`src/rtl/gnt_responder_if.sv`:
```
// Request/grant and data-phase signal bundle for gnt_responder.
// DEPTH and LENW must match the parameters of the attached gnt_responder.
interface gnt_responder_if #(
    parameter int DEPTH = 4,
    parameter int LENW  = 4
);
    logic                   req;
    logic [LENW-1:0]        req_len;
    logic                   gnt;
    logic                   dready;
    logic                   dvalid;
    logic                   dlast;
    logic [LENW-1:0]        dbeat;
    logic [$clog2(DEPTH):0] pending;
    logic                   busy;
    logic                   ovf;

    modport master (
        output req, req_len, dready,
        input  gnt, dvalid, dlast, dbeat, pending, busy, ovf
    );

    modport slave (
        input  req, req_len, dready,
        output gnt, dvalid, dlast, dbeat, pending, busy, ovf
    );
endinterface

```
`src/rtl/gnt_responder.sv`:
```
// Grants every request one cycle later, queues burst lengths and plays bursts out as data beats.
// Optional feature: define GNT_RESPONDER_STATS_EN to add the saturating gnt_cnt output.
//
//   state | meaning
//   IDLE  | no burst in progress; pops the queue head as soon as one is pending
//   BURST | dvalid high, beats advance on dready, chains to the next queued burst on dlast
module gnt_responder #(
    parameter int DEPTH = 4,
    parameter int LENW  = 4
) (
    input  logic           clk,
    input  logic           rst,
    gnt_responder_if.slave bus
`ifdef GNT_RESPONDER_STATS_EN
    ,
    output logic [15:0]    gnt_cnt
`endif
);
    localparam int AW = $clog2(DEPTH);
    localparam int PW = AW + 1;

    typedef enum logic {IDLE, BURST} state_t;

    state_t          state_q, state_d;
    logic            gnt_q;
    logic [LENW-1:0] len_q;
    logic [LENW-1:0] mem [DEPTH];
    logic [AW-1:0]   wr_ptr, rd_ptr;
    logic [PW-1:0]   count;
    logic [LENW-1:0] cur_len;
    logic [LENW-1:0] dbeat_q;
    logic            ovf_q;
    logic            push, pop, full, accept, dlast_c, fire;

    // A full queue still accepts a push when the head leaves in the same cycle.
    assign push    = gnt_q;
    assign full    = (count == PW'(DEPTH));
    assign accept  = push && (!full || pop);
    assign dlast_c = (state_q == BURST) && (dbeat_q == cur_len);
    assign fire    = (state_q == BURST) && bus.dready;

    always_comb begin
        state_d = state_q;
        pop     = 1'b0;
        case (state_q)
            IDLE: begin
                if (count != '0) begin
                    pop     = 1'b1;
                    state_d = BURST;
                end
            end
            BURST: begin
                if (fire && dlast_c) begin
                    if (count != '0) pop = 1'b1;
                    else             state_d = IDLE;
                end
            end
            default: state_d = IDLE;
        endcase
    end

    always_ff @(posedge clk) begin
        if (!rst) begin
            state_q <= IDLE;
            gnt_q   <= 1'b0;
            len_q   <= '0;
            wr_ptr  <= '0;
            rd_ptr  <= '0;
            count   <= '0;
            cur_len <= '0;
            dbeat_q <= '0;
            ovf_q   <= 1'b0;
        end else begin
            state_q <= state_d;
            gnt_q   <= bus.req;
            len_q   <= bus.req_len;
            count   <= count + PW'(accept) - PW'(pop);
            if (accept) wr_ptr <= wr_ptr + AW'(1);
            if (push && full && !pop) ovf_q <= 1'b1;
            if (pop) begin
                rd_ptr  <= rd_ptr + AW'(1);
                cur_len <= mem[rd_ptr];
                dbeat_q <= '0;
            end else if (fire) begin
                dbeat_q <= dlast_c ? '0 : dbeat_q + LENW'(1);
            end
        end
    end

    // Storage is not reset; only the pointers and occupancy define valid entries.
    always_ff @(posedge clk) begin
        if (rst && accept) mem[wr_ptr] <= len_q;
    end

`ifdef GNT_RESPONDER_STATS_EN
    always_ff @(posedge clk) begin
        if (!rst)                            gnt_cnt <= '0;
        else if (gnt_q && gnt_cnt != 16'hFFFF) gnt_cnt <= gnt_cnt + 16'd1;
    end
`endif

    assign bus.gnt     = gnt_q;
    assign bus.dvalid  = (state_q == BURST);
    assign bus.dlast   = dlast_c;
    assign bus.dbeat   = dbeat_q;
    assign bus.pending = count;
    assign bus.busy    = (state_q == BURST) || (count != '0);
    assign bus.ovf     = ovf_q;
endmodule

```
`src/flat_wrapper.sv`:
```
// flat-port wrapper written by rule: the top's interface ports become plain ports
module gnt_responder_flat 
#(
    parameter int DEPTH = 4,
    parameter int LENW  = 4
)
  (clk, rst, bus_req, bus_req_len, bus_dready, bus_gnt, bus_dvalid, bus_dlast, bus_dbeat, bus_pending, bus_busy, bus_ovf);
  gnt_responder_if #(.DEPTH(DEPTH), .LENW(LENW)) bus_i ();
  input  logic clk;
  input  logic rst;
  input wire logic [$bits(bus_i.req)-1:0] bus_req;
  input wire logic [$bits(bus_i.req_len)-1:0] bus_req_len;
  input wire logic [$bits(bus_i.dready)-1:0] bus_dready;
  output wire logic [$bits(bus_i.gnt)-1:0] bus_gnt;
  output wire logic [$bits(bus_i.dvalid)-1:0] bus_dvalid;
  output wire logic [$bits(bus_i.dlast)-1:0] bus_dlast;
  output wire logic [$bits(bus_i.dbeat)-1:0] bus_dbeat;
  output wire logic [$bits(bus_i.pending)-1:0] bus_pending;
  output wire logic [$bits(bus_i.busy)-1:0] bus_busy;
  output wire logic [$bits(bus_i.ovf)-1:0] bus_ovf;
  assign bus_i.req = bus_req;
  assign bus_i.req_len = bus_req_len;
  assign bus_i.dready = bus_dready;
  assign bus_gnt = bus_i.gnt;
  assign bus_dvalid = bus_i.dvalid;
  assign bus_dlast = bus_i.dlast;
  assign bus_dbeat = bus_i.dbeat;
  assign bus_pending = bus_i.pending;
  assign bus_busy = bus_i.busy;
  assign bus_ovf = bus_i.ovf;
  gnt_responder #(.DEPTH(DEPTH), .LENW(LENW)) u_core (.clk(clk), .rst(rst), .bus(bus_i));
endmodule
```
`config.mk`:
```
export PLATFORM = sky130hd
export DESIGN_NAME = gnt_responder_flat
export DESIGN_NICKNAME = d
export VERILOG_FILES = /design/src/rtl/gnt_responder_if.sv /design/src/rtl/gnt_responder.sv /design/src/flat_wrapper.sv
export SDC_FILE = /design/constraint.sdc
export NUM_CORES = 1
export LEC_CHECK = 0
export ABC_AREA = 1
export CAP_MARGIN = 20
export CORE_UTILIZATION = 49
export DETAILED_ROUTE_END_ITERATION = 7
export GPL_TIMING_DRIVEN = 0
export PLACE_DENSITY = 0.83
export SETUP_SLACK_MARGIN = 0.1
export SLEW_MARGIN = 20
export SYNTH_ARGS = -nofsm -noshare
export SYNTH_HDL_FRONTEND = slang
export SYNTH_SLANG_ARGS = --single-unit
export TNS_END_PERCENT = 100
```
`constraint.sdc`:
```
create_clock -name clk -period 2.2 [get_ports clk]
set_input_delay 0.66 -clock clk [delete_from_list [all_inputs] [get_ports clk]]
set_output_delay 0.66 -clock clk [all_outputs]
set_load 0.005 [all_outputs]
```
# Word level (Yosys, flattened, before mapping)
# Memory sizes are Yosys's and may differ from the RTL's. A register that Yosys moved wholly into a read port is not among the register bits.
# Cells that the tools add are included.
# word_totals
in_bits	8
memories	1
mem_bits_rw	16
regBits	18
wordCells	40
out_inout_bits	12
# op_classes
mux	8
n_bitwise	2
n_eq_ne	2
n_addsub	5
reduce_logical	14
# memory_table
memory	depth	width	read_ports	rd_clocked_by_memory_dff	write_ports	line	source
u_core.mem	4	4	1	1	1	gnt_responder.sv:27	logic [LENW-1:0] mem [DEPTH];
# op_table
cell	count
$logic_and 1x1->1	7
$mux 1	5
$add 2x1->2 const B	2
$add 4x1->4 const B	1
$eq 4x4->1	1
$mux 4	1
$pmux 1 s2	2
$add 3x1->3	1
$eq 3x3->1 const B	1
$logic_not 1->1	3
$reduce_bool 3->1	1
$sub 3x1->3	1
$logic_or 1x1->1	2
$not 1->1	2
$reduce_or 2->1	1

# Longest topological paths before layout
# Gate-level depths: netlist of the first run.
# depth
ltp_word	10
depth_mapped	14
ltp_nobuf	14

# Least setup slack after synthesis of the first run
# OpenSTA, ideal clock, no wires.
# synth_timing
path_type	input -> register
startpoint	input bus_dready
endpoint	register u_core.count[2] (netlist: u_core.bus.pending[2])
setup_slack_ns	-0.086
required_time_ns	2.130
path_buffers	0
setup_time_ns	0.070
stages	10
arrival_ns	2.216
cell_sequence	nand4_4 > nand2_4 > nand2_4 > clkinv_4 > ha_1 > inv_1 > ha_1 > fa_1 > or2_2 > a21oi_1
# synth_via
elab_chain_cells	8
# synth_rtl
element	line	source
start: declaration	flat_wrapper.sv:13	input wire logic [$bits(bus_i.dready)-1:0] bus_dready;
$logic_and 1x1->1 *	gnt_responder.sv:40	assign fire = (state_q == BURST) && bus.dready;
$logic_and 1x1->1 *	gnt_responder.sv:53	if (fire && dlast_c) begin
$mux 1 *	gnt_responder.sv:53	
$pmux 1 s2 *	gnt_responder.sv:45	case (state_q)
$logic_or 1x1->1	gnt_responder.sv:38	assign accept = push && (!full || pop);
$logic_and 1x1->1	gnt_responder.sv:38	
$add 3x1->3	gnt_responder.sv:77	count <= count + PW'(accept) - PW'(pop);
$sub 3x1->3 *	gnt_responder.sv:77	
end signal: assignment	gnt_responder.sv:77	
end: declaration	gnt_responder.sv:29	logic [PW-1:0] count;
# Mark *: on every way between the ends. The rest lies on a longest branch, timed or not.
# A chain may end at the register's enable or synchronous reset.

# Worst setup path after layout of the first run
# layout_timing
startpoint	register u_core.dbeat_q[1] (netlist: u_core.bus.dbeat[1])
endpoint	register u_core.count[2] (netlist: u_core.bus.pending[2])
# layout_via
elab_chain_cells	9
# layout_rtl
element	line	source
start: declaration	gnt_responder.sv:31	logic [LENW-1:0] dbeat_q;
start signal: assignment	gnt_responder.sv:85	dbeat_q <= dlast_c ? '0 : dbeat_q + LENW'(1);
$eq 4x4->1 *	gnt_responder.sv:39	assign dlast_c = (state_q == BURST) && (dbeat_q == cur_len);
$logic_and 1x1->1 *	gnt_responder.sv:39	
$logic_and 1x1->1 *	gnt_responder.sv:53	
$mux 1 *	gnt_responder.sv:53	
$pmux 1 s2 *	gnt_responder.sv:45	
$logic_or 1x1->1	gnt_responder.sv:38	
$logic_and 1x1->1	gnt_responder.sv:38	
$add 3x1->3	gnt_responder.sv:77	
$sub 3x1->3 *	gnt_responder.sv:77	
# Marks and branches as above.

==> flow_metrics.py, run 1 <==
metrics = {
    "route": {
        "drt-initial-drc-count": 44,
        "drc": 0,
        "antenna_left": 0,
        "vias_per_cell": 4.74,
        "post_drt_wl_per_cell_microns": 11.5,
        "drt_pre_antenna_iters": 4,
        "vias": 1352,
        "wl_microns": 3270,
    },
    "worst_setup_path": {
        "cpPeakStageDelay_ns": 0.39,
        "cp.required_ns": 2.48,
        "worstPathMaxFanout": 6,
        "crit_path_start_kind": "flip-flop",
        "reg2regPathDepth": 14,
        "crit_family": "adder cells",
        "worst-path-buf-inv": 3,
        "end_kind": "flip-flop",
        "path_cells": "nand2_1 > nand2_1 > nor2_2 > buf_4 > nand4_4 > nand2_4 > nand2_4 > clkinv_4 > ha_4 > inv_2 > ha_4 > fa_2 > or2_4 > a21oi_2",
        "crit_path_top_delay_cell": "dfxtp_4",
        "cp_num_cells": 14,
        "crit_type": "flip-flop to flip-flop",
        "crit_arrival_ns": 2.48,
    },
    "clock_network": {
        "numCtsBuffers": 5,
        "clock_path_buffers": 2,
        "clk_pin_slew_ns": 0.11,
        "cts_tree": "yes",
        "h-tree-depth": 2,
        "numClockSinks": 38,
        "cts-root-buf": "clkbuf_4",
        "clkLatencyLatePin_ns": 0.34,
    },
    "synthesis": {
        "syn_area_sq_um": 1780,
        "synth_cells": 198,
        "yosys_warnings": 0,
        "ys_seq_area_frac": 0.518,
        "avgSynthCellArea_sq_um": 8.97,
        "ys_types": 27,
        "syn_nets": 214,
        "ys_ff_latch": 38,
    },
    "global_route": {
        "grt_use_total": 0.195,
        "grt_pass1_wl_microns": 5870,
        "grt_max_degree": 12,
        "overflow": 0,
        "grt_antenna_before_repair": 0,
        "first_global_vias": 1378,
    },
    "timing": {
        "fin_crit_sh": 1.00,
        "fin_worst_skew_ns": 0.0107,
        "worst_slack_ns": -0.000777,
        "finalSetupViolCount": 1,
        "fmax_mhz": 454,
        "tns_ns": -0.000777,
        "whs_ns": 0.471,
        "fin_crit_ns": 2.20,
        "slew_viol_final": 0,
        "relSlewSlack": 0.691,
        "rsz0062_at_grt": "yes",
        "worstMarginPinSlew_ns": 0.464,
        "final_hold_viol_count": 0,
    },
    "final_layout": {
        "antenna_cells": 0,
        "fin_nets": 255,
        "layout_commonest_cell": "nor2_1",
        "syn_to_final_growth_pct": 28.6,
        "final.fill_count": 263,
        "drive_gt1_frac": 0.310,
        "final_cell_mix": "28 x nor2_1, 25 x nand2_1, 24 x inv_1, 16 x edfxtp_1",
    },
    "floorplanning": {
        "die_w_microns": 62.2,
        "initial_core_util": 0.520,
        "dieHeight_microns": 62.2,
        "die-area_sq_um": 3870,
        "rows": 21,
        "pin_count": 20,
        "core_area_sq_um": 3420,
    },
    "place": {
        "io_buffers": 18,
        "gp_congestion": 0.788,
        "detailed_place_hpwl_microns": 2160,
    },
    "outcome": {
        "violations": "setup timing",
        "status": "finished, violations left",
    },
    "power": {
        "p_leak_nw": 0.971,
        "ir_worst_vdd_mv": 0.526,
        "powerDensity_nw_per_um2": 1120,
    },
    "min_path": {
        "hold_path_class": "flip-flop to flip-flop",
        "whs_path_depth": 2,
    },
    "run": {
        "drv_cap": 0,
    },
}
-- power breakdown --
| group | total, mW | switching [mW] | internal, mW | leakage (nW) |
|---|---|---|---|---|
| Clock | 0.443 | 0.213 | 0.230 | 0.0387 |
| Combinational | 1.18 | 0.608 | 0.571 | 0.599 |
| Sequential | 0.942 | 0.0923 | 0.849 | 0.333 |
| Total | 2.56 | 0.914 | 1.65 | 0.971 |
-- cell type report --
cell class              instances  area (sq um)  area share
clock buffers                   5          37.5      0.0164
clock inverters                 2          33.8      0.0148
repair buffers                 34           293       0.128
inverters                      34           133      0.0581
plain buffers                   5          28.8      0.0126
well taps                      46          57.6      0.0252
multi-input cells             121           759       0.332
flip-flops and latches         38           942       0.412
-- worst paths after layout --
path,start,end,slack (ns)
max,u_core.bus.dbeat[1],u_core.bus.pending[2],-0.0008
min,u_core.bus.ovf,u_core.bus.ovf,0.47
max reg2reg,u_core.bus.dbeat[1],u_core.bus.pending[2],-0.0008
min reg2reg,u_core.bus.ovf,u_core.bus.ovf,0.47
-- Yosys cell counts --
cell,count,share of area
inv_1,31,0.065
nand2_1,29,0.061
nor2_1,28,0.059
dfxtp_1,22,0.25
edfxtp_1,16,0.27
o21ai_0,12,0.034
nand3_1,8,0.023
a21oi_1,7,0.020
ha_1,7,0.049
nor2_2,6,0.021
xor2_1,5,0.025
nand3b_1,4,0.017
nand2_4,3,0.019
buf_2,2,0.0056
clkbuf_1,2,0.0042
inv_2,2,0.0042
nand2_2,2,0.0070
nand4_1,2,0.0070
or2_2,2,0.0070
buf_6,1,0.0063
clkinv_4,1,0.0049
fa_1,1,0.011
nand3_2,1,0.0056
nand4_4,1,0.012
nor2_4,1,0.0063
nor3_1,1,0.0028
nor3b_1,1,0.0042
-- sequential cells by signal, summed over array words and instances, names as in the netlist --
register	cells
u_core.mem	16
u_core.rd_ptr	2
u_core.bus.gnt	1
u_core.bus.pending	3
u_core.bus.ovf	1
u_core.bus.dbeat	4
u_core.bus.dvalid	1
u_core.cur_len	4
u_core.len_q	4
u_core.wr_ptr	2
-- cell families (layout without fill, tap and decap cells) --
family	Yosys count	in the layout	share of synthesized area
simple gates	89	89	0.252
flops	38	38	0.518
buf+inv	39	80	0.0908
xor+xnor	5	5	0.0246
compound gates	19	19	0.0535
fa+ha+maj	8	8	0.0606
-- timing repair --
| action | in CTS | in global routing |
|---|---|---|
| setup endpoints to repair | 4 | 5 |
| setup buffers | 14 | 2 |
| pin swaps | 11 | 10 |
| resized for setup | 29 | 8 |
| gates cloned | 0 | 0 |
| hold buffers | 0 | 0 |
-- worst register-to-register path, stage by stage (launching register included) --
cell      delay (ns)
dfxtp_4         0.39
nand2_1         0.06
nand2_1         0.07
nor2_2          0.04
buf_4           0.13
nand4_4         0.09
nand2_4         0.07
nand2_4         0.08
clkinv_4        0.06
ha_4            0.25
inv_2           0.03
ha_4            0.14
fa_2            0.36
or2_4           0.24
a21oi_2         0.12
-- through the flow --
stage	total power [mW]	util	worst slack, ns	std cells	area (sq um)
4_1_cts	2.52	0.666	0.0361	283	2270
5_1_grt	2.77	0.669	-0.0781	285	2280
2_1_floorplan	1.62	-	0.0154	198	1810
3_3_place_gp	1.84	0.599	-0.654	262	2040
3_5_place_dp	1.88	0.599	-0.670	262	2040
6_report	2.56	0.669	-0.000777	285	2280
-- per-layer routing --
metal / global-route usage / up-vias / wire length [microns]
li1: - / 698 / -
met3: 0.0588 / 12 / 134
met5: 0 / - / 0
met4: 0.0901 / 0 / 82
met1: 0.206 / 610 / 1360
met2: 0.352 / 32 / 1700
(Power assumes the default switching activity.)
==> inputs of run 2 (changes only) <==
Settings changed: SKIP_LAST_GASP set to 1, SLEW_MARGIN 20 to not set.
==> flow_metrics.py, run 2 (same netlist as run 1, synthesis figures left out) <==
metrics = {
    "place": {
        "dp_slack_ns": -0.670,
        "io_buffers": 18,
        "detailed_place_hpwl_microns": 2160,
        "postPlaceCellArea_sq_um": 2040,
        "dp_cells": 262,
        "gp_congestion": 0.788,
    },
    "outcome": {
        "violations": "setup timing",
        "status": "finished, violations left",
    },
    "worst_setup_path": {
        "crit_path_start_kind": "flip-flop",
        "crit_type": "flip-flop to flip-flop",
        "end_kind": "flip-flop",
        "worst-path-buf-inv": 3,
        "rrSetupSlack_ns": -0.0007,
        "worstPathMaxFanout": 6,
        "cp.required_ns": 2.48,
        "path_cells": "nand2_1 > nand2_1 > nor2_2 > buf_4 > nand4_4 > nand2_4 > nand2_4 > clkinv_4 > ha_4 > inv_2 > ha_4 > fa_2 > or2_4 > a21oi_2",
        "crit_arrival_ns": 2.48,
        "crit_path_top_delay_cell": "dfxtp_4",
        "cpPeakStageDelay_ns": 0.39,
        "crit_family": "adder cells",
    },
    "power": {
        "switchingPower_mw": 0.913,
        "powerDensity_nw_per_um2": 1120,
        "p_seq_frac": 0.367,
        "clkPwrFrac": 0.173,
        "pwr-share-comb": 0.460,
        "internal_power_mw": 1.65,
        "ir_worst_vdd_mv": 0.526,
        "p_leak_nw": 0.971,
        "switching_share": 0.356,
    },
    "timing": {
        "worst_slack_ns": -0.000692,
        "fin_crit_ns": 2.20,
        "fin_crit_sh": 1.00,
        "tns_ns": -0.000692,
        "worstMarginPinSlew_ns": 0.464,
        "fin_worst_skew_ns": 0.0107,
        "slew_viol_final": 0,
        "fmax_mhz": 454,
        "finalSetupViolCount": 1,
        "rsz0062_at_grt": "yes",
        "final_hold_viol_count": 0,
        "relSlewSlack": 0.691,
    },
    "final_layout": {
        "final.fill_count": 262,
        "final_cells": 285,
        "finish.instance_area_sq_um": 2290,
        "layout_commonest_cell": "nor2_1",
        "regMostFlops": "u_core.mem",
        "antenna_cells": 0,
        "fin_nets": 255,
        "drive_gt1_frac": 0.305,
        "syn_to_final_growth_pct": 28.8,
        "largest_reg_flops": 16,
        "final_cell_mix": "28 x nor2_1, 25 x nand2_1, 24 x inv_1, 16 x edfxtp_1",
    },
    "clock_network": {
        "cts_tree": "yes",
        "clk_pin_slew_ns": 0.11,
        "cts-root-buf": "clkbuf_4",
        "clock_path_buffers": 2,
        "numClockSinks": 38,
        "hold_buffers": 0,
        "numCtsBuffers": 5,
        "clkLatencyLatePin_ns": 0.34,
        "h-tree-depth": 2,
    },
    "global_route": {
        "overflow": 0,
        "first_global_vias": 1378,
        "grt_use_total": 0.195,
        "grt_max_degree": 12,
        "grt_antenna_before_repair": 0,
        "grt_pass1_wl_microns": 5870,
    },
    "route": {
        "wl_microns": 3270,
        "vias_per_cell": 4.75,
        "drt-initial-drc-count": 44,
        "post_drt_wl_per_cell_microns": 11.5,
        "drt_pre_antenna_iters": 4,
        "vias": 1353,
        "drc": 0,
        "antenna_left": 0,
    },
    "floorplanning": {
        "pin_count": 20,
        "core_area_sq_um": 3420,
        "dieHeight_microns": 62.2,
        "die_w_microns": 62.2,
        "rows": 21,
        "initial_core_util": 0.520,
        "die-area_sq_um": 3870,
    },
    "min_path": {
        "hold_path_class": "flip-flop to flip-flop",
    },
    "run": {
        "drv_cap": 0,
    },
}
==> run 2: path summary, 6_finish.rpt <==
path / from / endpoint / depth (start not counted)
worst max-delay path: u_core.bus.dbeat[1] / u_core.bus.pending[2] / 14
worst min-delay path: u_core.bus.ovf / u_core.bus.ovf / 2
worst max register to register: u_core.bus.dbeat[1] / u_core.bus.pending[2] / 14
worst min register to register: u_core.bus.ovf / u_core.bus.ovf / 2
==> run 2: cell type report <==
| cell class | count | area, sq um | area share |
|---|---|---|---|
| Sequential cell | 38 | 942 | 0.412 |
| Multi-Input combinational cell | 121 | 759 | 0.332 |
| Timing Repair Buffer | 34 | 297 | 0.130 |
| Inverter | 34 | 133 | 0.0580 |
| Tap cell | 46 | 57.6 | 0.0252 |
| Clock buffer | 5 | 37.5 | 0.0164 |
| Clock inverter | 2 | 33.8 | 0.0148 |
| Buffer | 5 | 28.8 | 0.0126 |
==> run 2: layer usage <==
metal,vias to the layer above,part of all wire,global-route usage
li1,698,-,-
met1,611,0.41,0.206
met2,32,0.52,0.352
met3,12,0.041,0.0588
met4,0,0.025,0.0901
met5,-,0,0
==> run 2: worst reg2reg max path, delay by kind of cell (launching register included) <==
| kind | cells | cell delay [ns] |
|---|---|---|
| buffers and inverters | 3 | 0.22 |
| AO/OA/AOI/OAI | 1 | 0.12 |
| adder cells (fa/ha/maj) | 3 | 0.75 |
| flip-flops | 1 | 0.39 |
| AND/OR/NAND/NOR | 7 | 0.65 |
==> run 2: repair_timing <==
item	in CTS	in global routing
endpoints found under the hold margin	0	0
gates cloned	0	0
resized for setup	29	6
endpoints found under the setup margin	4	5
pin swaps	11	10
setup buffers	14	2
==> run 2: power groups by stage <==
stage | clock network, mW | registers [mW] | logic [mW]
after floorplan | 0 | 0.917 | 0.708
after global placement | 0 | 0.926 | 0.919
after detailed placement | 0 | 0.929 | 0.948
final | 0.443 | 0.942 | 1.18
after CTS | 0.448 | 0.939 | 1.14
after global routing | 0.490 | 0.958 | 1.32
==> run 2: per-stage QoR <==
step           hold WS [ns]   util  power, mW
2_1_floorplan         0.438      -       1.62
3_3_place_gp          0.443  0.599       1.84
3_5_place_dp          0.443  0.599       1.88
4_1_cts               0.459  0.666       2.52
5_1_grt               0.511  0.670       2.77
6_report              0.471  0.670       2.57
